--- src/rtl/idac_segment_decoder.sv ---
// Segmented current-DAC decoder: a power-state FSM (OFF/WARMUP/ACTIVE) gates
// a two-stage pipeline. Stage 1 holds the clipped code and its saturation bit;
// stage 2 holds the thermometer and binary selects driven to the cell array.
module idac_segment_decoder #(
   parameter int unsigned CODE_W     = 11,
   parameter int unsigned N_THERM    = 17,
   parameter int unsigned N_BIN      = 6,
   parameter int unsigned WARMUP_CYC = 8
) (
   input  logic               clkin,
   input  logic               rst,
   input  logic               pdb,
   input  logic [CODE_W-1:0]  code_in,
   input  logic               code_valid,
   output logic               code_ready,
   input  logic               red_en,
   output logic [N_THERM-1:0] therm_sel,
   output logic [N_THERM-1:0] therm_selb,
   output logic [N_BIN-1:0]   bin_sel,
   output logic [N_BIN-1:0]   bin_selb,
   output logic               bin0_red_sel,
   output logic               bin0_red_selb,
   output logic               active,
   output logic               sat_flag,
   output logic [7:0]         sat_cnt
);

   localparam int unsigned       FS        = N_THERM * (2 ** N_BIN) + (2 ** N_BIN) - 1;
   localparam logic [CODE_W-1:0] FS_CODE   = CODE_W'(FS);
   localparam int unsigned       CNT_W     = (WARMUP_CYC > 1) ? $clog2(WARMUP_CYC) : 1;
   localparam logic [CNT_W-1:0]  WARM_LAST = CNT_W'(WARMUP_CYC - 1);
   localparam int unsigned       T_W       = CODE_W - N_BIN;

   typedef enum logic [1:0] {
      ST_OFF,
      ST_WARMUP,
      ST_ACTIVE
   } state_t;

   state_t             state_q, state_d;
   logic [CNT_W-1:0]   warm_cnt_q, warm_cnt_d;
   logic               s1_vld_q, s1_vld_d;
   logic [CODE_W-1:0]  s1_code_q, s1_code_d;
   logic               s1_sat_q, s1_sat_d;
   logic [N_THERM-1:0] therm_q, therm_d;
   logic [N_BIN-1:0]   bin_q, bin_d;
   logic               sat_flag_q, sat_flag_d;
   logic [7:0]         sat_cnt_q, sat_cnt_d;

   logic               accept;
   logic               clip;
   logic               is_off;
   logic [T_W-1:0]     t_code;
   logic [N_THERM-1:0] therm_dec;

   assign code_ready = (state_q == ST_ACTIVE);
   assign active     = (state_q == ST_ACTIVE);
   assign is_off     = (state_q == ST_OFF);
   assign accept     = code_valid & code_ready;

   // Power-state sequencing: warm-up counts WARMUP_CYC cycles; pdb low drops to OFF.
   always_comb begin
      state_d    = state_q;
      warm_cnt_d = warm_cnt_q;
      case (state_q)
         ST_OFF: begin
            if (pdb) begin
               state_d    = ST_WARMUP;
               warm_cnt_d = '0;
            end
         end
         ST_WARMUP: begin
            if (!pdb) begin
               state_d = ST_OFF;
            end else if (warm_cnt_q == WARM_LAST) begin
               state_d = ST_ACTIVE;
            end else begin
               warm_cnt_d = warm_cnt_q + 1'b1;
            end
         end
         ST_ACTIVE: begin
            if (!pdb) begin
               state_d = ST_OFF;
            end
         end
         default: state_d = ST_OFF;
      endcase
   end

   // Clip, pipeline and decode; pdb low flushes both stages back to code 0.
   always_comb begin
      clip       = (code_in > FS_CODE);
      t_code     = s1_code_q[CODE_W-1:N_BIN];
      therm_dec  = '0;
      for (int unsigned i = 0; i < N_THERM; i++) begin
         therm_dec[i] = (i < 32'(t_code));
      end

      s1_vld_d   = accept & pdb;
      s1_code_d  = s1_code_q;
      s1_sat_d   = s1_sat_q;
      therm_d    = therm_q;
      bin_d      = bin_q;
      sat_flag_d = sat_flag_q;
      sat_cnt_d  = sat_cnt_q;

      if (accept) begin
         s1_code_d = clip ? FS_CODE : code_in;
         s1_sat_d  = clip;
         if (clip && (sat_cnt_q != 8'hFF)) begin
            sat_cnt_d = sat_cnt_q + 8'd1;
         end
      end

      if (s1_vld_q) begin
         therm_d    = therm_dec;
         bin_d      = s1_code_q[N_BIN-1:0];
         sat_flag_d = s1_sat_q;
      end

      if (!pdb) begin
         s1_code_d  = '0;
         s1_sat_d   = 1'b0;
         therm_d    = '0;
         bin_d      = '0;
         sat_flag_d = 1'b0;
      end
   end

   // State and pipeline registers with synchronous reset.
   always_ff @(posedge clkin) begin
      if (rst) begin
         state_q    <= ST_OFF;
         warm_cnt_q <= '0;
         s1_vld_q   <= 1'b0;
         s1_code_q  <= '0;
         s1_sat_q   <= 1'b0;
         therm_q    <= '0;
         bin_q      <= '0;
         sat_flag_q <= 1'b0;
         sat_cnt_q  <= '0;
      end else begin
         state_q    <= state_d;
         warm_cnt_q <= warm_cnt_d;
         s1_vld_q   <= s1_vld_d;
         s1_code_q  <= s1_code_d;
         s1_sat_q   <= s1_sat_d;
         therm_q    <= therm_d;
         bin_q      <= bin_d;
         sat_flag_q <= sat_flag_d;
         sat_cnt_q  <= sat_cnt_d;
      end
   end

   // Cell drive: complements everywhere except OFF, where both rails are low.
   always_comb begin
      therm_sel     = is_off ? '0 : therm_q;
      therm_selb    = is_off ? '0 : ~therm_q;
      bin_sel       = is_off ? '0 : bin_q;
      bin_selb      = is_off ? '0 : ~bin_q;
      bin0_red_sel  = ~is_off & bin_q[0] & red_en;
      bin0_red_selb = ~is_off & ~(bin_q[0] & red_en);
      sat_flag      = sat_flag_q;
      sat_cnt       = sat_cnt_q;
   end

endmodule

--- config.mk ---
export PLATFORM = sky130hd
export DESIGN_NAME = idac_segment_decoder
export DESIGN_NICKNAME = d
export VERILOG_FILES = /design/src/rtl/idac_segment_decoder.sv
export SDC_FILE = /design/constraint.sdc
export NUM_CORES = 1
export LEC_CHECK = 0
export BUFFER_PORTS_ARGS = -buffer_cell sky130_fd_sc_hd__buf_2
export CORE_AREA = 4 4 83 85
export DETAILED_ROUTE_END_ITERATION = 12
export DIE_AREA = 0 0 87 89
export GPL_TIMING_DRIVEN = 1
export PLACE_DENSITY = 0.63
export SYNTH_ARGS = -nofsm -noshare
export SYNTH_HDL_FRONTEND = slang
export SYNTH_SLANG_ARGS = --single-unit
--- constraint.sdc ---
create_clock -name clkin -period 1.7 [get_ports clkin]
set_input_delay 0.17 -clock clkin [delete_from_list [all_inputs] [get_ports clkin]]
set_output_delay 0.17 -clock clkin [all_outputs]
set_load 0.01 [all_outputs]
==> results of run 1 <==
==> worst max-delay path by stage <==
stage          cells past startpoint  slack (ns)      endpoint
2_1_floorplan                      5        0.02    sat_cnt[5]
3_3_place_gp                       4        0.08    sat_cnt[5]
3_5_place_dp                       4        0.05    sat_cnt[5]
4_1_cts                            4        0.03    sat_cnt[5]
5_1_grt                            5        0.02  s1_code_q[2]
6_report                           4        0.14    sat_cnt[5]
==> layout make-up <==
| cell class | instances | area share [%] |
|---|---|---|
| sequential | 50 | 34.6 |
| multi-input combinational | 212 | 41.4 |
| clock buffer | 6 | 2.85 |
| clock inverter | 2 | 0.562 |
| timing repair buffer | 88 | 17.0 |
| tap | 77 | 3.33 |
| inverter | 2 | 0.260 |
==> per-layer routing <==
| layer | wire, um | track usage [%] |
|---|---|---|
| met2 | 2330 | 21.0 |
| met4 | 56 | 3.82 |
| met3 | 392 | 3.50 |
| met1 | 2580 | 19.8 |
| met5 | 0 | 0 |
==> flip-flops by register name, summed over array words and instances (netlist names) <==
signal,flops
bin_q,6
s1_code_q,11
s1_sat_q,1
s1_vld_q,1
sat_cnt,8
sat_flag,1
state_q,2
therm_q,17
warm_cnt_q,3
==> placed cells by master (no fill, tap or decap), types with 4 or more instances in the layout <==
cell,count
clkbuf_8,6
nor2b_1,27
nand2_1,32
or4_1,4
o21ai_0,15
mux2i_1,9
dfxtp_1,50
nor2_1,54
nand2b_1,4
buf_2,74
buf_4,12
a31oi_1,9
nand3_1,5
a21oi_1,20
==> power groups by stage <==
stage | clock network (mW) | registers [mW] | logic (mW)
finish | 0.739 | 1.17 | 0.139
floorplan | 0 | 1.20 | 0.0666
detailed placement | 0 | 1.20 | 0.142
CTS | 0.770 | 1.17 | 0.142
global placement | 0 | 1.20 | 0.141
global route | 0.816 | 1.17 | 0.157
==> tightest hold or removal path, cell delays in order <==
cell and delay [ns]:
buf_2 0.10, nand2_1 0.04, a31oi_1 0.07
==> cell families (layout without fill, tap and decap cells) <==
family | count (synthesis) | in the layout
AOI/OAI and AO/OA | 58 | 58
DFF | 50 | 50
adders and majority gates | 3 | 3
muxes | 11 | 11
buffers and inverters | 24 | 98
and+or+nand+nor | 140 | 140
==> repair_timing <==
| action | CTS | global route |
|---|---|---|
| endpoints found under the setup margin | 0 | 3 |
| gates resized for setup | 0 | 4 |
| endpoints found under the hold margin | 0 | 0 |
==> metrics by stage <==
stage / hold WS, ns / total power [mW] / worst slack (ns)
3_5_place_dp: 0.448 / 1.34 / 0.0473
2_1_floorplan: 0.304 / 1.27 / 0.0217
3_3_place_gp: 0.449 / 1.34 / 0.0786
5_1_grt: 0.128 / 2.15 / 0.0196
4_1_cts: 0.124 / 2.09 / 0.0341
6_report: 0.127 / 2.05 / 0.135
==> key figures, run 1 <==
Clock tree
  – CTS H-tree lvls: 2
  – Worst-skew pair later-pin latency: 0.30 ns
  – Root Driver: clkbuf_8
  – Clk sinks: 50
  – Post-CTS Setup Inserts: 0
  – CTS Buf Count: 5
  – Hold Buf Count CTS: 0
  – Clock transition at path regs: 0.09 ns
  – Maximum root-to-sink buffer count: 2
  – CTS tree: built

Yosys
  – Syn Area/Cell: 7.99 um2
  – Share of the synthesized area in the top cell type: a little over two fifths
  – Register area share after synthesis: 43.8%
  – Post-synth EDFFs: 0
  – Simple-gate share of the synthesized area: slightly below 30%
  – Post-Synthesis Cells: 286
  – Mux cell area share after synthesis: 4.93%
  – Synth Flop Type: dfxtp_1
  – Commonest cells post-synth: 55 x nor2_1, 50 x dfxtp_1, 32 x nand2_1
  – Largest family of logic cells by synthesized area: simple AND/OR/NAND/NOR gates
  – Synth warnings: 0
  – Post-synthesis adder-cell area fraction: 1.64%
  – Post-Synth XOR/XNOR Area: 0%
  – Post-synth ARST share: 0%
  – Most frequent cell after synthesis: nor2_1
  – Synth area leaders: dfxtp_1 44%, nor2_1 9.0%, nor2b_1 7.4%
  – Cell Area, Synth: between 2000 and 2500 um2
  – Synth Area in Compound Gates: between 10% and 20%
  – Synth cell types: 36
  – Cell taking the most area after synthesis: dfxtp_1
  – Synth Net Count: 305
  – Seq cells post-synth: 50

Worst setup path
  – CP startpoint kind: flop
  – Worst Path Max Fanout: 9
  – CP Data Arrival Time: 1.76 ns
  – Slowest stage delay, CP: around 0.35 ns
  – Setup crit end kind: flop
  – Worst R2R Setup Slack: 0.14 ns
  – Critical-path top delay cell: mux2_2
  – Critical Path, Cell by Cell: and3b_4, o311ai_4, nor4_2, mux2_2
  – CP top delay family: simple AND/OR/NAND/NOR gates
  – CP Launch Point: state_q[0]
  – CP required: 1.90 ns
  – Critical path type: reg2reg
  – Crit path buf inv count: 0
  – R2R cell count: 4
  – Reg-to-Reg End: sat_cnt[5]
  – R2R Path Start: state_q[0]

Power
  – Clock Power Share: a little over a third
  – Pwr per Cell Area: 709 nW/um2
  – Leak: 1.26 nW
  – Int Pwr: 1.56 mW
  – Sw power: about 490 uW
  – Switching Fraction: roughly a quarter
  – Worst VDD drop: 0.562 mV
  – Flop pwr share: 57.2%
  – Gate power share: 6.8%

Placed design
  – RD Place Congestion: 0.816
  – Post-Place Cells: between 400 and 500
  – Input/output buffers: 74
  – Placed wire-length estimate: 3750 um
  – Placed Area: 2780 um2

Timing
  – Clock Skew: 0.00511 ns
  – Relative slew margins: 68.2%
  – RSZ-0062 raised after global routing: false
  – Fmax: 639 MHz
  – Finish-stage setup viols: 0
  – Final Hold Viols: 0
  – Setup TNS: 0 ns
  – Fin. max-slew vios: 0
  – Worst slew pin tran: 0.476 ns
  – Period utilization: 92.0%
  – Tmin final: 1.56 ns

Final layout
  – Area grow syn2layout: 26.6%
  – Sequential cell area: 1000 um2
  – Post-route cell area: 2890 um2
  – Final core utilization: 46.6%
  – Layout Nets: 378
  – Share of cells above drive strength 1: 28.9%
  – Area of the multi-input gates: ~1200 um2
  – Final Non-Filler Cells: 437
  – Number of fill cells in the layout: 646
  – Number of diodes: 0

GRT
  – Vias in the first global route: about 1800
  – Total track usage: 14.0%
  – Largest net degree at the start of global routing: between 40 and 50
  – Total grt overflow: 0
  – First-pass GRT wire length: 8700 um
  – Initial antenna violation count: 0

Die
  – Top Ports: 75
  – Initial core utilization: a little under two fifths
  – Die area: 7740 um2
  – Die W: roughly 87 um
  – Die Span Y: about 89 um
  – Core area: 6200 um2
  – Core Rows: 29

Run
  – Max Cap Viol: 0

Drt
  – 1st-iter DRT viols: 157
  – Via density per instance: 4.95
  – Routed Wire Length: 5350 um
  – Antenna-violating nets left: 0
  – DRC viols: 0
  – Via Count: between 2000 and 2500
  – Drt pass-1 iters: 4
  – WL/cell: roughly 12 um

Worst hold path
  – Hold Path Depth: 3
  – Worst-case hold path end point: s1_code_q[2]
  – Hold crit path type: in2reg
  – Hold path startpoint: code_in[2]

Outcome
  – Status: complete, no violations
(Power assumes the default switching activity.)
==> run 2: changes to the inputs <==
--- a/config.mk
+++ b/config.mk
@@ -6,11 +6,13 @@
 export NUM_CORES = 1
 export LEC_CHECK = 0
 export BUFFER_PORTS_ARGS = -buffer_cell sky130_fd_sc_hd__buf_2
-export CORE_AREA = 4 4 83 85
+export CELL_PAD_IN_SITES_DETAIL_PLACEMENT = 1
+export CELL_PAD_IN_SITES_GLOBAL_PLACEMENT = 1
+export CORE_AREA = 2 2 83 85
 export DETAILED_ROUTE_END_ITERATION = 12
-export DIE_AREA = 0 0 87 89
+export DIE_AREA = 0 0 85 87
 export GPL_TIMING_DRIVEN = 1
-export PLACE_DENSITY = 0.63
+export PLACE_DENSITY = 0.77
 export SYNTH_ARGS = -nofsm -noshare
 export SYNTH_HDL_FRONTEND = slang
 export SYNTH_SLANG_ARGS = --single-unit
==> constraint.sdc (replaced) <==
create_clock -name clkin -period 1.47 [get_ports clkin]
set_input_delay 0.147 -clock clkin [delete_from_list [all_inputs] [get_ports clkin]]
set_output_delay 0.147 -clock clkin [all_outputs]
set_load 0.01 [all_outputs]
==> key figures, run 2 (synthesis results as in run 1) <==
GRT
  – First-pass GRT wire length: 10200 um
  – Initial antenna violation count: 0
  – Total track usage: 17.0%
  – Vias in the first global route: 2126
  – Total grt overflow: 0
  – Largest net degree at the start of global routing: 49

Drt
  – DRC viols: 0
  – Top sig layer: met4
  – Via Count: ~2300
  – Met2 wire len: 3360 um
  – WL met3: 306 um
  – 1st-iter DRT viols: 104
  – Via density per instance: 4.98
  – Routed Wire Length: 6820 um
  – Drt pass-1 iters: 4
  – WL/cell: 14.7 um
  – Metal-1 WL: 3090 um
  – Antenna-violating nets left: 0

Power
  – Worst VDD drop: 0.357 mV
  – Pwr per Cell Area: approximately 760 nW/um2
  – Int Pwr: 1.82 mW
  – Overall Power: 2.42 mW
  – Gate power share: between 8 and 9%
  – Leak: 1.40 nW
  – Switching Fraction: 24.7%
  – Sw power: 597 uW
  – Clock Power Share: a little over a third
  – Flop pwr share: 56.2%

Timing
  – Final Hold Viols: 0
  – Fin. max-slew vios: 0
  – Worst slew pin tran: 0.458 ns
  – RSZ-0062 raised after global routing: true
  – Relative slew margins: 69.3%
  – Period utilization: 106%
  – Fmax: ~640 MHz
  – Finish-stage setup viols: 52
  – Slack of the critical path: -0.0845 ns
  – Tmin final: 1.55 ns
  – Setup TNS: -1.39 ns
  – Clock Skew: 0.00535 ns
  – Final hold slack: 0.100 ns

Worst setup path
  – Worst Path Max Fanout: 8
  – Worst R2R Setup Slack: -0.08 ns
  – CP endpoint: sat_cnt[3]
  – CP startpoint kind: flop
  – Critical Path, Cell by Cell: and3b_4, o311ai_4, or4_4, a21oi_2
  – R2R Path Start: state_q[0]
  – Critical path type: reg2reg
  – Reg-to-Reg End: sat_cnt[3]
  – CP required: ~1.7 ns
  – Critical-path top delay cell: or4_4
  – R2R cell count: 4
  – Slowest stage delay, CP: about 0.55 ns
  – CP Data Arrival Time: 1.79 ns
  – CP Launch Point: state_q[0]
  – Setup crit end kind: flop

Clock tree
  – CTS H-tree lvls: 2
  – Maximum root-to-sink buffer count: 2
  – Hold Buf Count CTS: 0
  – Root Driver: clkbuf_8
  – CTS tree: built
  – Worst-skew pair later-pin latency: approximately 0.31 ns
  – Clk sinks: 50
  – Clock transition at path regs: roughly 0.090 ns
  – CTS Buf Count: 5

Worst hold path
  – Hold crit path type: in2reg

Die
  – Die W: 85 um
  – Initial core utilization: 34.8%
  – Core area: ~6600 um2
  – Die area: between 7000 and 8000 um2
  – Core Rows: 30
  – Die Span Y: 87 um
  – Top Ports: 75

Final layout
  – Commonest non-fill, non-tap cell in the layout: buf_2
  – Area grow syn2layout: 39.7%
  – Commonest cells after routing, fill and taps aside: 74 x buf_2, 54 x nor2_1, 43 x dfxtp_1
  – Largest register FFs: 17
  – Number of diodes: 0
  – Layout Nets: 402
  – Final Non-Filler Cells: 464
  – Share of cells above drive strength 1: 38.3%
  – Largest Register: therm_q

Outcome
  – Status: finished with violations
  – Failing checks: setup timing

Placed design
  – Input/output buffers: 74
  – Placed wire-length estimate: 4430 um
  – RD Place Congestion: 0.797
  – Post-Place Cells: around 440

Run
  – Max Cap Viol: 0
==> run 2: changes by cell type in the layout (fill, tap and decap cells not counted), sizes merged <==
cell    previous run  this run
buf               88       110
clkbuf             6         8
clkinv             0         1
inv                3         2
==> run 2: worst max-delay path: cells and delay by family, from the launching register on <==
family	cells	cell delay (ns)
simple gates	2	0.85
flops	1	0.33
compound gates	2	0.31
==> run 2: power groups by stage <==
stage          clock network (mW)  registers [mW]  logic [mW]
5_1_grt                     0.950            1.36       0.214
4_1_cts                     0.878            1.36       0.167
2_1_floorplan                   0            1.39      0.0769
3_3_place_gp                    0            1.39       0.163
6_report                    0.862            1.36       0.196
3_5_place_dp                    0            1.39       0.165
==> run 2: area by class of cell <==
class	count	area, um2
fillers	821	3380
clock inverters	2	12.5
multi-input cells	212	1260
inverters	2	7.51
well taps	80	100
flip-flops and latches	50	1010
repair buffers	112	718
clock buffers	6	82.6
==> run 2: routing by layer <==
layer	GRT usage [%]	up-vias
li1	-	1169
met1	21.7	1080
met2	29.2	58
met3	3.60	5
met4	4.47	0
met5	0	-
==> run 2: worst min-delay path by stage <==
stage	startpoint	to	slack, ns	cells after the start
2_1_floorplan	code_in[7]	s1_code_q[7]	0.28	2
3_3_place_gp	code_in[4]	s1_code_q[4]	0.42	3
3_5_place_dp	code_in[5]	s1_code_q[5]	0.43	3
4_1_cts	code_in[5]	s1_code_q[5]	0.09	3
5_1_grt	code_in[5]	s1_code_q[5]	0.09	3
6_report	code_in[5]	s1_code_q[5]	0.10	3
==> run 2: metrics by stage <==
step,instance area [um2],worst slack (ns),utilization [%]
2_1_floorplan,2310,-0.0942,-
3_3_place_gp,2890,-0.0537,44.0
3_5_place_dp,2890,-0.126,44.0
4_1_cts,3030,-0.0739,46.2
5_1_grt,3190,-0.128,48.6
6_report,3190,-0.0845,48.6
==> run 2: what timing repair did <==
action | in CTS | in global routing
gates cloned | 0 | 3
buffers inserted | 3 | 7
pin swaps | 3 | 4
resized for setup | 6 | 15
setup endpoints to repair | 53 | 71
